**config.mk**
```make
export PLATFORM = sky130hd
export DESIGN_NAME = jacobi_solver_nxn
export DESIGN_NICKNAME = d
export VERILOG_FILES = /design/src/rtl/jacobi_solver_nxn.sv
export SDC_FILE = /design/constraint.sdc
export NUM_CORES = 2
export LEC_CHECK = 0
export CAP_MARGIN = 10
export CORE_UTILIZATION = 60
export DETAILED_ROUTE_END_ITERATION = 8
export PLACE_DENSITY = 0.82
export SYNTH_ARGS = -nofsm -noshare
export SYNTH_HDL_FRONTEND = slang
export SYNTH_SLANG_ARGS = --single-unit
```
**constraint.sdc**
```tcl
create_clock -name clk -period 32.6 [get_ports clk]
set_input_delay 8.15 -clock clk [delete_from_list [all_inputs] [get_ports clk]]
set_output_delay 8.15 -clock clk [all_outputs]
set_load 0.03 [all_outputs]
```
**src/rtl/jacobi_solver_nxn.sv**
```systemverilog
// jacobi_solver_nxn
//   Iterative Jacobi solver for A*x = b, signed fixed point with FRAC_BITS
//   fractional bits. One shared multiplier accumulates a row's off-diagonal
//   products (one per cycle). A serial restoring divider then forms
//   x_new[i] = (b[i]-sum) / A[i][i]. The solve ends on tolerance convergence
//   or after MAX_ITER iterations.
// Ports
//   clk, rst            clock, synchronous active-high reset
//   start, tol          begin solve (IDLE/DONE only), tolerance latched at start
//   a_wen/a_addr/a_data A write port, row-major, ignored while busy
//   b_wen/b_addr/b_data b write port, ignored while busy
//   x_addr/x_data       combinational readback of committed x
//   busy, done          solve in progress / finished
//   converged           1 = tolerance exit, 0 = iteration-ceiling exit
//   div_zero            a zero diagonal was seen during this solve
//   iter_count          iterations completed
//
// state    | meaning
// S_IDLE   | waiting for start
// S_INIT   | clear x, flags, counters
// S_MAC    | accumulate A[i][j]*x[j], j != i
// S_DIV    | setup, restoring divide, sign/saturate, store x_new[i]
// S_CHECK  | compare x_new against x with tolerance
// S_COMMIT | x <= x_new, decide next iteration or DONE
// S_DONE   | results held for readback
module jacobi_solver_nxn #(
  parameter int N          = 3,
  parameter int DATA_WIDTH = 16,
  parameter int FRAC_BITS  = 8,
  parameter int MAX_ITER   = 40,
  parameter int A_AW       = $clog2(N*N),
  parameter int X_AW       = (N > 1) ? $clog2(N) : 1
) (
  input  logic                  clk,
  input  logic                  rst,
  input  logic                  start,
  input  logic [DATA_WIDTH-1:0] tol,
  input  logic                  a_wen,
  input  logic [A_AW-1:0]       a_addr,
  input  logic [DATA_WIDTH-1:0] a_data,
  input  logic                  b_wen,
  input  logic [X_AW-1:0]       b_addr,
  input  logic [DATA_WIDTH-1:0] b_data,
  input  logic [X_AW-1:0]       x_addr,
  output logic [DATA_WIDTH-1:0] x_data,
  output logic                  busy,
  output logic                  done,
  output logic                  converged,
  output logic                  div_zero,
  output logic [7:0]            iter_count
);

  localparam int DW    = DATA_WIDTH;
  localparam int FB    = FRAC_BITS;
  localparam int ACC_W = 2*DW + X_AW;
  localparam int NUM_W = ACC_W + 1;
  localparam int QW    = DW + FB;
  localparam int CW    = $clog2(QW + 2);

  localparam logic [QW-1:0] Q_POS_MAX = {{(QW-DW+1){1'b0}}, {(DW-1){1'b1}}};
  localparam logic [QW-1:0] Q_NEG_MAX = {{(QW-DW){1'b0}}, 1'b1, {(DW-1){1'b0}}};
  localparam logic [DW-1:0] X_POS_SAT = {1'b0, {(DW-1){1'b1}}};
  localparam logic [DW-1:0] X_NEG_SAT = {1'b1, {(DW-1){1'b0}}};

  typedef enum logic [2:0] {
    S_IDLE, S_INIT, S_MAC, S_DIV, S_CHECK, S_COMMIT, S_DONE
  } state_t;

  state_t              r_state;
  logic [DW-1:0]       r_a  [N*N];
  logic [DW-1:0]       r_b  [N];
  logic [DW-1:0]       r_x  [N];
  logic [DW-1:0]       r_xn [N];
  logic [X_AW-1:0]     r_i, r_j;
  logic signed [ACC_W-1:0] r_acc;
  logic [CW-1:0]       r_cnt;
  logic [DW-1:0]       r_rem;
  logic [QW-1:0]       r_dvd, r_q;
  logic                r_ovf, r_neg, r_dz;
  logic [DW-1:0]       r_tol;
  logic                r_conv;
  logic                r_busy, r_done, r_converged, r_div_zero;
  logic [7:0]          r_iter;

  logic [A_AW-1:0]         w_aij_addr, w_aii_addr;
  logic [DW-1:0]           w_aij, w_aii, w_xj;
  logic signed [2*DW-1:0]  w_prod;
  logic signed [ACC_W-1:0] w_prod_ext;
  logic signed [NUM_W-1:0] w_num;
  logic [NUM_W-1:0]        w_num_mag, w_hi;
  logic [DW-1:0]           w_div;
  logic                    w_ovf0;
  logic [DW:0]             w_sh;
  logic                    w_ge;
  logic [DW-1:0]           w_sub;
  logic [DW-1:0]           w_res;
  logic                    w_conv;

  assign busy       = r_busy;
  assign done       = r_done;
  assign converged  = r_converged;
  assign div_zero   = r_div_zero;
  assign iter_count = r_iter;

  assign x_data = ({1'b0, x_addr} < (X_AW+1)'(N)) ? r_x[x_addr] : '0;

  assign w_aij_addr = A_AW'(int'(r_i) * N + int'(r_j));
  assign w_aii_addr = A_AW'(int'(r_i) * (N + 1));
  assign w_aij      = r_a[w_aij_addr];
  assign w_aii      = r_a[w_aii_addr];
  assign w_xj       = r_x[r_j];
  assign w_prod     = $signed(w_aij) * $signed(w_xj);
  assign w_prod_ext = ACC_W'(w_prod >>> FB);

  // Divider works on magnitudes; sign is re-applied after the quotient is done.
  assign w_num     = {{(NUM_W-DW){r_b[r_i][DW-1]}}, r_b[r_i]} - {r_acc[ACC_W-1], r_acc};
  assign w_num_mag = w_num[NUM_W-1] ? NUM_W'(-w_num) : NUM_W'(w_num);
  assign w_div     = w_aii[DW-1] ? (~w_aii + 1'b1) : w_aii;
  // Dividend is |num|<<FB. Its bits above the QW quotient positions start the
  // remainder; if they already reach the divisor the quotient cannot fit.
  assign w_hi      = w_num_mag >> DW;
  assign w_ovf0    = (w_hi >= {{(NUM_W-DW){1'b0}}, w_div});

  assign w_sh  = {r_rem, r_dvd[QW-1]};
  assign w_ge  = (w_sh >= {1'b0, w_div});
  assign w_sub = w_sh[DW-1:0] - w_div;

  always_comb begin
    w_res = '0;
    if (r_dz)
      w_res = '0;
    else if (!r_neg)
      w_res = (r_ovf || r_q > Q_POS_MAX) ? X_POS_SAT : r_q[DW-1:0];
    else
      w_res = (r_ovf || r_q > Q_NEG_MAX) ? X_NEG_SAT : (~r_q[DW-1:0] + 1'b1);
  end

  always_comb begin
    logic signed [DW:0] d;
    logic [DW:0]        m;
    w_conv = 1'b1;
    for (int k = 0; k < N; k++) begin
      d = {r_xn[k][DW-1], r_xn[k]} - {r_x[k][DW-1], r_x[k]};
      m = d[DW] ? (~d + 1'b1) : d;
      if (m > {1'b0, r_tol}) w_conv = 1'b0;
    end
  end

  always_ff @(posedge clk) begin
    if (rst) begin
      r_state     <= S_IDLE;
      r_busy      <= 1'b0;
      r_done      <= 1'b0;
      r_converged <= 1'b0;
      r_div_zero  <= 1'b0;
      r_iter      <= '0;
      r_i         <= '0;
      r_j         <= '0;
      r_acc       <= '0;
      r_cnt       <= '0;
      r_rem       <= '0;
      r_dvd       <= '0;
      r_q         <= '0;
      r_ovf       <= 1'b0;
      r_neg       <= 1'b0;
      r_dz        <= 1'b0;
      r_tol       <= '0;
      r_conv      <= 1'b0;
      for (int k = 0; k < N; k++) begin
        r_x[k]  <= '0;
        r_xn[k] <= '0;
      end
    end else begin
      if (!r_busy) begin
        if (a_wen && ({1'b0, a_addr} < (A_AW+1)'(N*N))) r_a[a_addr] <= a_data;
        if (b_wen && ({1'b0, b_addr} < (X_AW+1)'(N)))   r_b[b_addr] <= b_data;
      end

      case (r_state)
        S_IDLE, S_DONE: begin
          if (start) begin
            r_state     <= S_INIT;
            r_busy      <= 1'b1;
            r_done      <= 1'b0;
            r_converged <= 1'b0;
            r_div_zero  <= 1'b0;
            r_iter      <= '0;
            r_tol       <= tol;
          end
        end
        S_INIT: begin
          for (int k = 0; k < N; k++) r_x[k] <= '0;
          r_i     <= '0;
          r_j     <= '0;
          r_acc   <= '0;
          r_state <= S_MAC;
        end
        S_MAC: begin
          if (r_j != r_i) r_acc <= r_acc + w_prod_ext;
          if (r_j == X_AW'(N-1)) begin
            r_j     <= '0;
            r_cnt   <= CW'(QW + 1);
            r_state <= S_DIV;
          end else begin
            r_j <= r_j + 1'b1;
          end
        end
        S_DIV: begin
          if (r_cnt == CW'(QW + 1)) begin
            r_rem <= w_ovf0 ? '0 : w_hi[DW-1:0];
            r_dvd <= {w_num_mag[DW-1:0], {FB{1'b0}}};
            r_q   <= '0;
            r_ovf <= w_ovf0;
            r_neg <= w_num[NUM_W-1] ^ w_aii[DW-1];
            r_dz  <= (w_div == '0);
          end else if (r_cnt != '0) begin
            r_rem <= w_ge ? w_sub : w_sh[DW-1:0];
            r_q   <= {r_q[QW-2:0], w_ge};
            r_dvd <= {r_dvd[QW-2:0], 1'b0};
          end else begin
            r_xn[r_i] <= w_res;
            if (r_dz) r_div_zero <= 1'b1;
            r_acc <= '0;
            if (r_i == X_AW'(N-1)) begin
              r_state <= S_CHECK;
            end else begin
              r_i     <= r_i + 1'b1;
              r_state <= S_MAC;
            end
          end
          if (r_cnt != '0) r_cnt <= r_cnt - 1'b1;
        end
        S_CHECK: begin
          r_conv  <= w_conv;
          r_state <= S_COMMIT;
        end
        S_COMMIT: begin
          for (int k = 0; k < N; k++) r_x[k] <= r_xn[k];
          r_iter <= r_iter + 8'd1;
          r_i    <= '0;
          r_j    <= '0;
          r_acc  <= '0;
          if (r_conv || (r_iter + 8'd1 == 8'(MAX_ITER))) begin
            r_state     <= S_DONE;
            r_busy      <= 1'b0;
            r_done      <= 1'b1;
            r_converged <= r_conv;
          end else begin
            r_state <= S_MAC;
          end
        end
        default: r_state <= S_IDLE;
      endcase
    end
  end

endmodule

```
# Word-level counts from Yosys, hierarchy flattened
# Memories as Yosys holds them, arrays and structs flattened. A register that Yosys moved wholly into a read port is not among the register bits.
# Index checks and enable logic that the tools add are counted.
# word_totals
rom_bits	0
wordCells	202
latchBits	0
reg_bits	142
ramBits	288
memories	4
output_inout_bits	28
# op_classes
muxes	91
bitwise	12
n_reduce_logical	28
eq_ne	20
n_mul	2
n_shift	0
n_lt_le_gt_ge	10
n_addsub	17
div	0
# memory_table
memory	words	width	read_ports	rd_ports_with_merged_regs	write_ports	line	source
r_a	9	16	2	1	1	70	logic [DW-1:0] r_a [N*N];
r_b	3	16	1	1	1	71	logic [DW-1:0] r_b [N];
r_x	3	16	5	1	3	72	logic [DW-1:0] r_x [N];
r_xn	3	16	3	0	3	73	logic [DW-1:0] r_xn [N];
# ops
op	count
16-bit two-way mux	17
34-bit two-way mux	3
34-bit one-hot mux with 3 select lines	1
24-bit two-way mux	4
17-bit by 1-bit adder with 17-bit output (second input constant)	3
17-bit by 16-bit greater-than comparator with 1-bit output	3
17-bit two-way mux	3
17-bit inverter	3
16-bit by 16-bit subtractor with 17-bit output	3
35-bit two-way mux	1
35-bit negator	1
16-bit by 34-bit subtractor with 35-bit output	1
34-bit by 24-bit adder with 34-bit output	1
1-bit two-way mux	33
16-bit by 1-bit adder with 16-bit output (second input constant)	2
16-bit by 16-bit multiplier with 32-bit output	1
16-bit inverter	2
24-bit by 15-bit greater-than comparator with 1-bit output (second input constant)	1
24-bit by 16-bit greater-than comparator with 1-bit output (second input constant)	1
19-bit by 16-bit >= comparator with 1-bit output	1
2-bit two-way mux	9
3-bit two-way mux	6
2-bit inequality test (second input constant)	9
3-bit one-hot mux with 6 select lines	1
other kinds (38)	70

# Longest topological paths before layout
# An unclocked memory read counts as a cell.
# logic_depth
ltp_word	9
depth_mapped	53
depth_no_buf	50

# Least setup slack after synthesis
# No wires, ideal clock.
# synth_path
path_type	input port to output port
from	input x_addr[1]
to	output x_data[10]
arrival_time_ns	9.796
path_stages	4
slack_ns	14.654
required_time_ns	24.450
path_cell_list	clkbuf_1 > clkbuf_1 > mux2i_1 > o21ai_0
# synth_via
elab_chain_len	2
word_cells_on_any_way	3
# synth_rtl
element	line	source
start, declared	44	input logic [X_AW-1:0] x_addr,
memory 3 x 16 bit or 2-bit < comparator (tied branches)	n/a	
16-bit two-way mux (*)	105	assign x_data = ({1'b0, x_addr} < (X_AW+1)'(N)) ? r_x[x_addr] : '0;
end, declared	45	output logic [DATA_WIDTH-1:0] x_data,
# Every way passes the cells marked *; elsewhere a longest branch is shown, timed or not.

# Final worst setup path
# layout_path
from	input x_addr[1]
to	output x_data[2]
# The elaborated chain is that of the path after synthesis.

==> results.toml <==
[detailed_routing]
via_count = 29900
drcViolationCount = 0
post_drt_wl_per_cell_um = 19.9
ant_nets = 0
drt_iter0_drc = 2652
dr.pass1.iters = 6
avgViaCountPerCell = 6.05
drt_wl_total_um = 98400

[yosys]
synth_area_um2 = 37400
synth_async_sr_flop_share_pct = 0
seq_area_frac_synth_pct = 30.5
synth_largest_area_cell = "edfxtp_1"
synth_flop_cell = "edfxtp_1"
synth_top_area_share_pct = 23.1
syn_area_per_cell_um2 = 9.30
synth_common_cells = "501 x inv_1, 421 x nor2_1, 387 x nand2_1"
ys_warn_count = 0
synth_most_common_cell = "inv_1"
netlist_instances = 4022
synth_nets = 4642
synth_edf_count = 288
synthTopCellsByArea = "edfxtp_1 23%, fa_1 14%, ha_1 9.7%"
yosysUniqueCellTypes = 93
synth_seq_cells = 426

[floorplanning]
die_area_um2 = 63400
die_w_um = 252
row_count = 91
start_util_pct = 60.6
die_h_um = 252
ioPinCount = 89
fp.coreArea_um2 = 61700

[cts]
clk_pin_slew_worst_paths_ps = 60
clk_latency_ps = 580
numCtsBuffers = 46
postCtsSetupRepairBufs = 0
tritoncts = "done"
cts_sinks = 426
holdBufCountCts = 0
cts.htree.levels = 2
clockRootBuffer = "clkbuf_16"
clk_path_buf_depth = 3
post_cts_resized = 0

[grt]
grt_pass1_wl_um = 157000
grt_pass1_vias = 29584
grt-ovfl-total = 0
grt_use_total_pct = 31.6
antenna_found_initial = 0
grt_max_degree = 64

[layout]
area.sequential_um2 = 11400
area_growth_pct = 8.87
drive_above_1_share_pct = 6.04
fillers = 4874
multi_input_area_um2 = 23600
antenna_cells = 0
nets = 4692
stdcell_area_um2 = 40700

[worst_setup_path]
worstSetupPathType = "input port to output pin"
critPathBufInv = 2
end_kind = "output pin"
critPathMaxFanout = 17
critical_path.max_stage_delay_ps = 980
cpMaxStageDelayCell = "nor2b_1"
critPathArrivalTime_ps = 11010
start_kind = "input port"
critPathRequiredTime_ps = 24450
crit_family = "buffers and inverters"
path_common_cell = "clkdlybuf4s50_1"
path_cells = "clkdlybuf4s50_1 > nor2b_1 > nand2_1 > o21ai_0 > clkdlybuf4s50_1"

[worst_hold_path]
hp-class = "register to register"

[sta]
slew_headroom_pct = 15.1
tns_ps = 0
min_period_ps = 19160
tightest_slew_ps = 1260
slew_viol_final = 0
final_hold_viol_count = 0
grt_setup_unrepaired = "no"
skew_ps = 14.0
max_freq_mhz = 52.2
period_share_pct = 58.8
fin_hold_ws_ps = 453
finalSetupViolations = 0

[placed_design]
portBuffers = 88
gp_congestion = 0.976
place_area_um2 = 39300
dp_hpwl_um = 74000

[outcome]
status = "completed"

[flow_run]
drv_cap = 0
## worst paths after layout
kind                                start   endpoint  slack [ps]  cells after the start
worst max-delay path            x_addr[1]  x_data[2]       13440                      5
worst min-delay path             r_tol[1]   r_tol[1]         450                      2
worst max register to register     r_i[0]  r_acc[33]       19890                     45
worst min register to register   r_tol[1]   r_tol[1]         450                      2
## cells in the final DEF (no fill, tap or decap), types with 17 or more instances in the layout
master / netlist / layout
ha_1: 290 / 289
edfxtp_1: 288 / 288
nor2b_1: 37 / 37
xnor2_1: 148 / 148
nand4_1: 27 / 27
xor2_1: 63 / 63
o21ai_0: 148 / 146
or2_2: 26 / 26
a21oi_1: 209 / 208
and3_1: 63 / 63
a211oi_1: 17 / 17
dfxtp_1: 138 / 136
fa_1: 269 / 269
mux4_2: 32 / 32
nor2_1: 421 / 419
buf_4: 0 / 63
a31oi_1: 34 / 34
or3_1: 28 / 28
a21o_1: 94 / 94
nor3_1: 71 / 66
clkdlybuf4s50_1: 0 / 87
inv_1: 501 / 501
nand2_1: 387 / 387
clkbuf_16: 0 / 47
and2_1: 25 / 25
o21a_1: 45 / 45
nand3_1: 94 / 93
mux2i_1: 96 / 96
nand2b_1: 37 / 37
a22oi_1: 37 / 37
o211ai_1: 18 / 18
## metrics by stage
step                utilization, %  worst slack, ps  cells
floorplan                        -            14650   4022
detailed placement            63.7            13490   4861
finish                        66.0            13440   4944
global placement              63.7            13580   4861
CTS                           66.0            13490   4944
global route                  66.0            13200   4944
## logic make-up (layout without fill, tap and decap cells)
kind of cell / Yosys count / in the layout / synth area share [%]
AO/OA/AOI/OAI: 773 / 773 / 13.7
XOR/XNOR: 211 / 211 / 4.94
adder cells (fa/ha/maj): 559 / 559 / 24.1
buffers and inverters: 649 / 734 / 6.56
flip-flops: 426 / 426 / 30.5
multiplexers: 135 / 135 / 4.70
AND/OR/NAND/NOR: 1269 / 1269 / 15.5
## flip-flops by register name, summed over array words and instances, names as in the netlist, 2 cells and up, named ones only
signal,flops
iter_count,8
r_j,2
r_dvd,16
r_xn,48
r_i,2
r_acc,34
r_state,3
r_tol,16
r_rem,16
r_cnt,5
r_b,48
r_x,48
r_a,144
r_q,24
## layer usage
layer | track usage (%) | vias to the layer above | wire length, um
li1 | - | 13915 | -
met1 | 40.8 | 14425 | 38500
met2 | 53.0 | 1323 | 46900
met3 | 5.76 | 237 | 9370
met4 | 11.8 | 0 | 3660
met5 | 0 | - | 0
## final cells by class
type	count	share of cell area, %
clock inverter	19	0.341
sequential	426	28.0
tap	837	2.57
multi-input combinational	2947	58.0
inverter	501	4.62
clock buffer	64	3.17
timing repair buffer	150	3.30
## tightest hold or removal path, stage by stage (launching register included)
cell and delay, ps:
dfxtp_1 310, nand2_1 50, a21oi_1 50
Power is not shown: default switching activity piles up to over one toggle a cycle in this logic, so the estimate is an artifact.
